### src/rtl/ir_sequencer.sv
// ir_sequencer -- fetches two-word (device, address) instructions and issues
// them to a consumer over a valid/ready handshake.  Revision 1.0
`default_nettype none

module ir_sequencer #(
  parameter int DATA_WIDTH = 8
) (
  input  logic                  clk,
  input  logic                  rst_n,
  input  logic [1:0]            i_ir_mode,
  input  logic                  i_jump_en,
  input  logic [DATA_WIDTH-1:0] i_jump_addr,
  input  logic                  i_wait,
  output logic [DATA_WIDTH-1:0] o_mem_addr,
  output logic                  o_mem_rd,
  input  logic [DATA_WIDTH-1:0] i_mem_data,
  input  logic                  i_mem_valid,
  output logic [DATA_WIDTH-1:0] o_device,
  output logic [DATA_WIDTH-1:0] o_address,
  output logic                  o_valid,
  input  logic                  i_ready
);

  typedef enum logic [2:0] {
    ST_RST        = 3'd0,
    ST_IDLE       = 3'd1,
    ST_FETCH_DEV  = 3'd2,
    ST_FETCH_ADDR = 3'd3,
    ST_ISSUE      = 3'd4
  } state_t;

  localparam logic [DATA_WIDTH-1:0] PTR_STEP = {{(DATA_WIDTH-1){1'b0}}, 1'b1};

  state_t                state, state_nxt;
  logic [DATA_WIDTH-1:0] ptr, ptr_nxt;
  logic [DATA_WIDTH-1:0] start_ptr, start_ptr_nxt;
  logic [DATA_WIDTH-1:0] dev_reg, dev_reg_nxt;
  logic [DATA_WIDTH-1:0] addr_reg, addr_reg_nxt;
  logic                  mode_reset;
  logic                  mode_work;

  assign mode_reset = (i_ir_mode == 2'b01);
  assign mode_work  = (i_ir_mode == 2'b10);

  always_ff @(posedge clk) begin
    if (!rst_n) begin
      state     <= ST_RST;
      ptr       <= '0;
      start_ptr <= '0;
      dev_reg   <= '0;
      addr_reg  <= '0;
    end else begin
      state     <= state_nxt;
      ptr       <= ptr_nxt;
      start_ptr <= start_ptr_nxt;
      dev_reg   <= dev_reg_nxt;
      addr_reg  <= addr_reg_nxt;
    end
  end

  always_comb begin
    state_nxt     = state;
    ptr_nxt       = ptr;
    start_ptr_nxt = start_ptr;
    dev_reg_nxt   = dev_reg;
    addr_reg_nxt  = addr_reg;

    if (mode_reset) begin
      state_nxt     = ST_RST;
      ptr_nxt       = '0;
      start_ptr_nxt = '0;
    end else begin
      if (i_jump_en && (state != ST_RST)) begin
        ptr_nxt = i_jump_addr;
      end

      case (state)
        ST_RST: begin
          state_nxt = ST_IDLE;
        end
        ST_IDLE: begin
          if (mode_work && !i_wait) begin
            state_nxt = ST_FETCH_DEV;
          end
        end
        ST_FETCH_DEV, ST_FETCH_ADDR: begin
          // Leaving work mode rewinds to the instruction start unless a jump
          // redirects the pointer in the same cycle.
          if (!mode_work) begin
            state_nxt = ST_IDLE;
            if (!i_jump_en) begin
              ptr_nxt = start_ptr;
            end
          end else if (i_jump_en) begin
            state_nxt = ST_FETCH_DEV;
          end else if (i_mem_valid) begin
            ptr_nxt = ptr + PTR_STEP;
            if (state == ST_FETCH_DEV) begin
              dev_reg_nxt = i_mem_data;
              state_nxt   = ST_FETCH_ADDR;
            end else begin
              addr_reg_nxt = i_mem_data;
              state_nxt    = ST_ISSUE;
            end
          end
        end
        ST_ISSUE: begin
          if (i_ready) begin
            state_nxt = (mode_work && !i_wait) ? ST_FETCH_DEV : ST_IDLE;
          end
        end
        default: begin
          state_nxt = ST_RST;
        end
      endcase

      // Every (re)entry into FETCH_DEV marks a new instruction start.
      if ((state_nxt == ST_FETCH_DEV) && ((state != ST_FETCH_DEV) || i_jump_en)) begin
        start_ptr_nxt = ptr_nxt;
      end
    end
  end

  assign o_mem_addr = ptr;
  assign o_mem_rd   = (state == ST_FETCH_DEV) || (state == ST_FETCH_ADDR);
  assign o_valid    = (state == ST_ISSUE);
  assign o_device   = dev_reg;
  assign o_address  = addr_reg;

endmodule

`default_nettype wire
### config.mk
export PLATFORM = sky130hd
export DESIGN_NAME = ir_sequencer
export DESIGN_NICKNAME = d
export VERILOG_FILES = /design/src/rtl/ir_sequencer.sv
export SDC_FILE = /design/constraint.sdc
export NUM_CORES = 1
export LEC_CHECK = 0
export ABC_CLOCK_PERIOD_IN_PS = 2070
export BUFFER_PORTS_ARGS = -buffer_cell sky130_fd_sc_hd__buf_4
export CAP_MARGIN = 5
export CORE_MARGIN = 2
export CORE_UTILIZATION = 40
export DETAILED_ROUTE_END_ITERATION = 8
export PLACE_DENSITY = 0.61
export SYNTH_ARGS = -nofsm -noshare
export SYNTH_HDL_FRONTEND = slang
export SYNTH_SLANG_ARGS = --single-unit
export TNS_END_PERCENT = 30
### constraint.sdc
create_clock -name clk -period 2.07 [get_ports clk]
set_input_delay 0.207 -clock clk [delete_from_list [all_inputs] [get_ports clk]]
set_output_delay 0.207 -clock clk [all_outputs]
set_load 0.02 [all_outputs]
# --- Word level (Yosys, flattened, before mapping) ---
# Index checks and enable logic that the tools add are counted.
word_totals:
  ff_bits: 35
  input_bits: 24
  out_inout_bits: 26
  elab_cells: 45
classes:
  add_sub_neg: 1
  eq_ne: 8
  n_mux: 15
  bitwise_logic: 4
  reduce_logical: 12
ops:
  columns: ["op", "count"]
  rows:
  - ["2-to-1 mux 8 bit", 6]
  - ["2-to-1 mux 3 bit", 7]
  - ["case mux 3 bit (4 select lines)", 1]
  - ["AND reduction 6 bit", 2]
  - ["== test 3 x 2 -> 1 bit (second input constant)", 3]
  - ["adder 8 x 1 -> 8 bit (second input constant)", 1]
  - ["NOT 1 bit", 4]
  - ["OR reduction 2 bit", 2]
  - ["== test 3 x 1 -> 1 bit (second input constant)", 1]
  - ["== test 3 bit (second input constant)", 1]
  - ["logical AND 1 bit", 3]
  - ["logical NOT 3 bit", 1]
  - ["inequality test 3 x 2 -> 1 bit (second input constant)", 1]
  - ["nonzero test 3 bit", 1]
  - ["== test 2 x 1 -> 1 bit (second input constant)", 1]
  - ["== test 2 bit (second input constant)", 1]
  - ["logical OR 1 bit", 2]
  - ["2-to-1 mux 2 bit", 1]
  - ["logical NOT 1 bit", 1]

# --- Depth between registers and ports, before layout ---
logic_depth:
  word_depth: 9
  depth_mapped: 8
  mapped_depth_nobuf: 6

# --- Worst setup path after synthesis ---
# Ideal clock, no wire load.
synth_timing:
  path_type: "reg-to-reg"
  from: "register state[1]"
  to: "register start_ptr[6]"
  setup_time_ns: 0.131
  arrival_ns: 1.575
  t_required_ns: 1.939
  setup_slack_ns: 0.364
  stages_incl_launch_ff: 7
  path_buffers: 1
  period_less_slack_ns: 1.706
  cell_sequence: "dfxtp_1 > nor2b_1 > a22o_1 > a211oi_4 > buf_6 > o21ai_1 > a21oi_1"
synth_between:
  elab_chain_cells: 9
  elab_cells_between_ends: 26
  classes_between: "eq/ne (6); mux (14); reduce/logical (6)"
synth_rtl:
  columns: ["element", "line_no", "source"]
  rows:
  - ["start: declaration", "34", "state_t state, state_nxt;"]
  - ["start signal: assignment", "53", "state <= state_nxt;"]
  - ["== test 3 x 2 -> 1 bit", "77, 98", null]
  - ["2-to-1 mux 3 bit", "98", "if (state == ST_FETCH_DEV) begin"]
  - ["2-to-1 mux 3 bit", "96", "end else if (i_mem_valid) begin"]
  - ["2-to-1 mux 3 bit", "94", "end else if (i_jump_en) begin"]
  - ["2-to-1 mux 3 bit", "89", "if (!mode_work) begin"]
  - ["case mux 3 bit (4 select lines)", "77", "case (state)"]
  - ["2-to-1 mux 3 bit", "68", "if (mode_reset) begin"]
  - ["== test 3 x 2 -> 1 bit", "118", "if ((state_nxt == ST_FETCH_DEV) && ((state != ST_FETCH_DEV) || i_jump_en)) begin"]
  - ["logical AND 1 bit", "118", null]
  - ["end signal: assignment", "55", "start_ptr <= start_ptr_nxt;"]
  - ["end: declaration", "36", "logic [DATA_WIDTH-1:0] start_ptr, start_ptr_nxt;"]
# Several ways; a longest one is shown, not always the timed one. The select of a mux whose other input is x is not followed.
# A chain may end at the register's enable or synchronous reset.

# --- Final worst setup path ---
layout_timing:
  from: "register state[0]"
  to: "register start_ptr[0]"
# The elaborated chain is that of the path after synthesis.

==> summary.md <==
| Metric | Value |
|---|---|
| Total number of yosys warnings | 0 |
| Number of optimization iterations in the first detailed-route pass | 4 |
| Max Slew Vio Count | 0 |
| Post-synthesis instance area | 0.00200 mm2 |
| Leak Pwr | 0.00101 uW |
| Period minus WS final | 1.92 ns |
| Area overhead of the layout relative to synthesis | 30.0% |
| 1st-iter DRT viols | 123 |
| Count of mapped cells out of synthesis | 238 |
| Final hold slack | 0.181 ns |
| Mapped Nets | 263 |
| Leading cell type in the layout, fill and taps excluded | buf_4 |
| Total Die Area | 0.00558 mm2 |
| Area taken by flip-flops and latches | 701 um2 |
| Period Utilization, post-route | 0.926 |
| # clock sinks | 35 |
| Share of synthesized registers carrying an async set or reset | 0 |
| Startpoint types | flip-flop |
| Maximum number of pins on one net before global-route repair | 19 |
| Library cell with the largest summed area after synthesis | dfxtp_1 |
| Placement row count | 25 |
| Worst Min Path Start | i_mem_data[5] |
| Final Hold Viols | 0 |
| Max-cap violations | 0 |
| Placer congestion estimate | 0.878 |
| Fraction of post-synthesis cell area in the top cell type by area | 0.350 |
| Layout filler cell count | 476 |
| Initial cell density of the core | 0.418 |
| Internal power | 1150 uW |
| WP data arrival | 2.09 ns |
| Final setup violation count | 0 |
| Worst slew slack as a fraction of its limit | 0.597 |
| Via count of the first global-routing pass | 1733 |
| Die Y | 74.7 um |
| Mapped Avg Cell Area | 8.40 um2 |
| Main flop type after synthesis | dfxtp_1 |
| Number of antenna violations at the first check in global routing | 0 |
| Peak fanout along the critical path | 15 |
| Setup_tns | 0 ns |
| Cell types with the largest area share after synthesis | dfxtp_1 (35%), mux2i_1 (7.5%), nand2_1 (5.1%) |
| Multi-input gate area | 0.00118 mm2 |
| Maximum buffer depth of the clock tree | 2 |
| Psw | 412 uW |
| Critical path class | flip-flop to flip-flop |
| Crit path required time | 2.25 ns |
| Most frequent cells in the layout | buf_4 (64), dfxtp_1 (35), nand2_1 (27), nor2_1 (19), mux2i_1 (15) |
| Combinational share of power | 0.144 |
| Proportion of synthesized chip area in sequential cells | 0.350 |
| Routed wirelength normalized by instance count | 14.7 um |
| Clock latency reported for the late side of the worst-skew pair | 0.29 ns |
| Overflow left after global routing | 0 |
| Total wirelength of the detailed-routed design | 5310 um |
| Number of buffers added by the clock tree synthesis step | 5 |
| Kind of capture point of the worst setup path | flip-flop |
| Class of the tightest hold or removal check | input pin to flip-flop |
| Layout net count | 318 |
| DRT antenna net count | 0 |
| Count of distinct cell types in the synthesized netlist | 56 |
| Vias per Instance | 5.45 |
| Total Routing Usage GR | 0.201 |
| Standard cell with the maximum stage delay on the critical path | dfxtp_1 |
| H-tree Lvls | 2 |
| Clock slew seen by the registers of the worst setup and hold paths | 0.08 ns |
| Core area | 0.00479 mm2 |
| Sequential Power Share | 0.451 |
| Timing-limited maximum frequency | 522 MHz |
| Count of flip-flops with a built-in enable after synthesis | 0 |
| Worst setup path startpoint | state[0]$_SDFF_PP0_ |
| Post-CTS Setup Inserts | 0 |
| Total inserted antenna cells | 0 |
| Cell Chain, Critical Path | xor2_1 -> a22o_1 -> a211oi_4 -> buf_4 -> mux2i_1 -> nor2_1 |
| CP bufs+invs | 1 |
| Wire length of the first global-routing pass | 8610 um |
| Buffer type at the clock tree root | clkbuf_8 |
| Worst-Margin Slew | 0.603 ns |
| Share of power burned in the clock network | 0.405 |
| Detailed-placement wirelength estimate | 3880 um |
| R2r startpoint | state[0]$_SDFF_PP0_ |
| Via count of the routed design | 1967 |
| Number of storage elements in the synthesis netlist | 35 |
| Longest individual stage delay on the worst path | 0.71 ns |
| Clock tree from TritonCTS | done |
| Status | complete, no violations |
| Remaining DRCs | 0 |
| I/O pin total | 50 |
| Worst vdd rail ir drop | 391 uV |
| Die width | 74.7 um |
| Total power divided by cell area | 602 mW/mm2 |
| Fraction of layout instances using a drive strength above 1 | 0.279 |
| Final worst clock skew | 0.00748 ns |
| Cell family contributing the most delay on the critical path | flip-flops |
| Setup repair after global routing missed its margin | false |
| Net switching share of the total power | 0.263 |
| Port buffer count | 49 |
metrics by stage:
step,total power [uW],area (um2),std cells,util,setup WS (ns)
detailed placement,942,2480,353,0.518,0.196
floorplan,851,2000,238,-,0.364
global route,1640,2600,361,0.543,0.0128
global placement,942,2480,353,0.518,0.168
CTS,1580,2590,361,0.542,0.191
finish,1560,2600,361,0.543,0.154
worst min-delay path, delay by kind of cell:
family	cells	cell delay, ns
and+or+nand+nor	1	0.09
buffers and inverters	1	0.08
muxes	1	0.06
layout make-up:
type / instances / share of cell area
clock buffer: 5 / 0.0265
clock inverter: 3 / 0.0178
inverter: 9 / 0.0130
multi-input combinational: 178 / 0.456
sequential: 35 / 0.270
tap: 67 / 0.0323
timing repair buffer: 64 / 0.185
synth_stat cells, drive strengths merged (3+ instances only):
library cell / n
o21ai: 15
nor2: 20
dfxtp: 35
inv: 9
nand3: 14
a211oi: 3
mux2i: 15
nand3b: 3
a21boi: 8
nand2: 27
o311a: 4
a221oi: 5
buf: 12
clkbuf: 4
nor2b: 10
nor3: 5
a21oi: 8
a31oi: 4
nand2b: 4
sequential cells by signal, indices dropped and copies added (netlist names):
name        count
o_address       8
o_device        8
o_mem_addr      8
start_ptr       8
state           3
metal layers:
layer	share of wire	routed length [um]	GRT usage	vias up
met4	0.010	53	0.0595	0
li1	-	-	-	972
met1	0.50	2660	0.311	929
met3	0.051	271	0.0361	4
met2	0.44	2320	0.281	62
met5	0	0	0	-
logic make-up (layout without fill, tap and decap cells):
group,count (synthesis),count (layout),synth area share
AND/OR/NAND/NOR,93,93,0.242
adder cells (fa/ha/maj),1,1,0.00626
buffers and inverters,25,81,0.0601
multiplexers,15,15,0.0751
flip-flops,35,35,0.350
XOR/XNOR,2,2,0.00876
AO/OA/AOI/OAI,67,67,0.258
timing repair:
item | CTS | global route
setup endpoints to repair | 0 | 1
gates resized for setup | 0 | 1
hold buffers | 0 | 0
path summary, 6_finish.rpt:
path                               endpoint  cells past startpoint  slack, ns
hold reg to reg   start_ptr[2]$_SDFFE_PP0P_                      2       0.46
hold / removal     o_device[5]$_SDFFE_PN0P_                      3       0.18
setup / recovery  start_ptr[0]$_SDFFE_PP0P_                      6       0.15
setup reg to reg  start_ptr[0]$_SDFFE_PP0P_                      6       0.15
power groups by stage:
stage / clock network, uW / logic, uW / registers, uW
after CTS: 649 / 223 / 704
after detailed placement: 0 / 222 / 720
after floorplan: 0 / 130 / 721
after global placement: 0 / 222 / 720
final: 634 / 226 / 705
after global routing: 681 / 248 / 707
(Power assumes the default switching activity.)
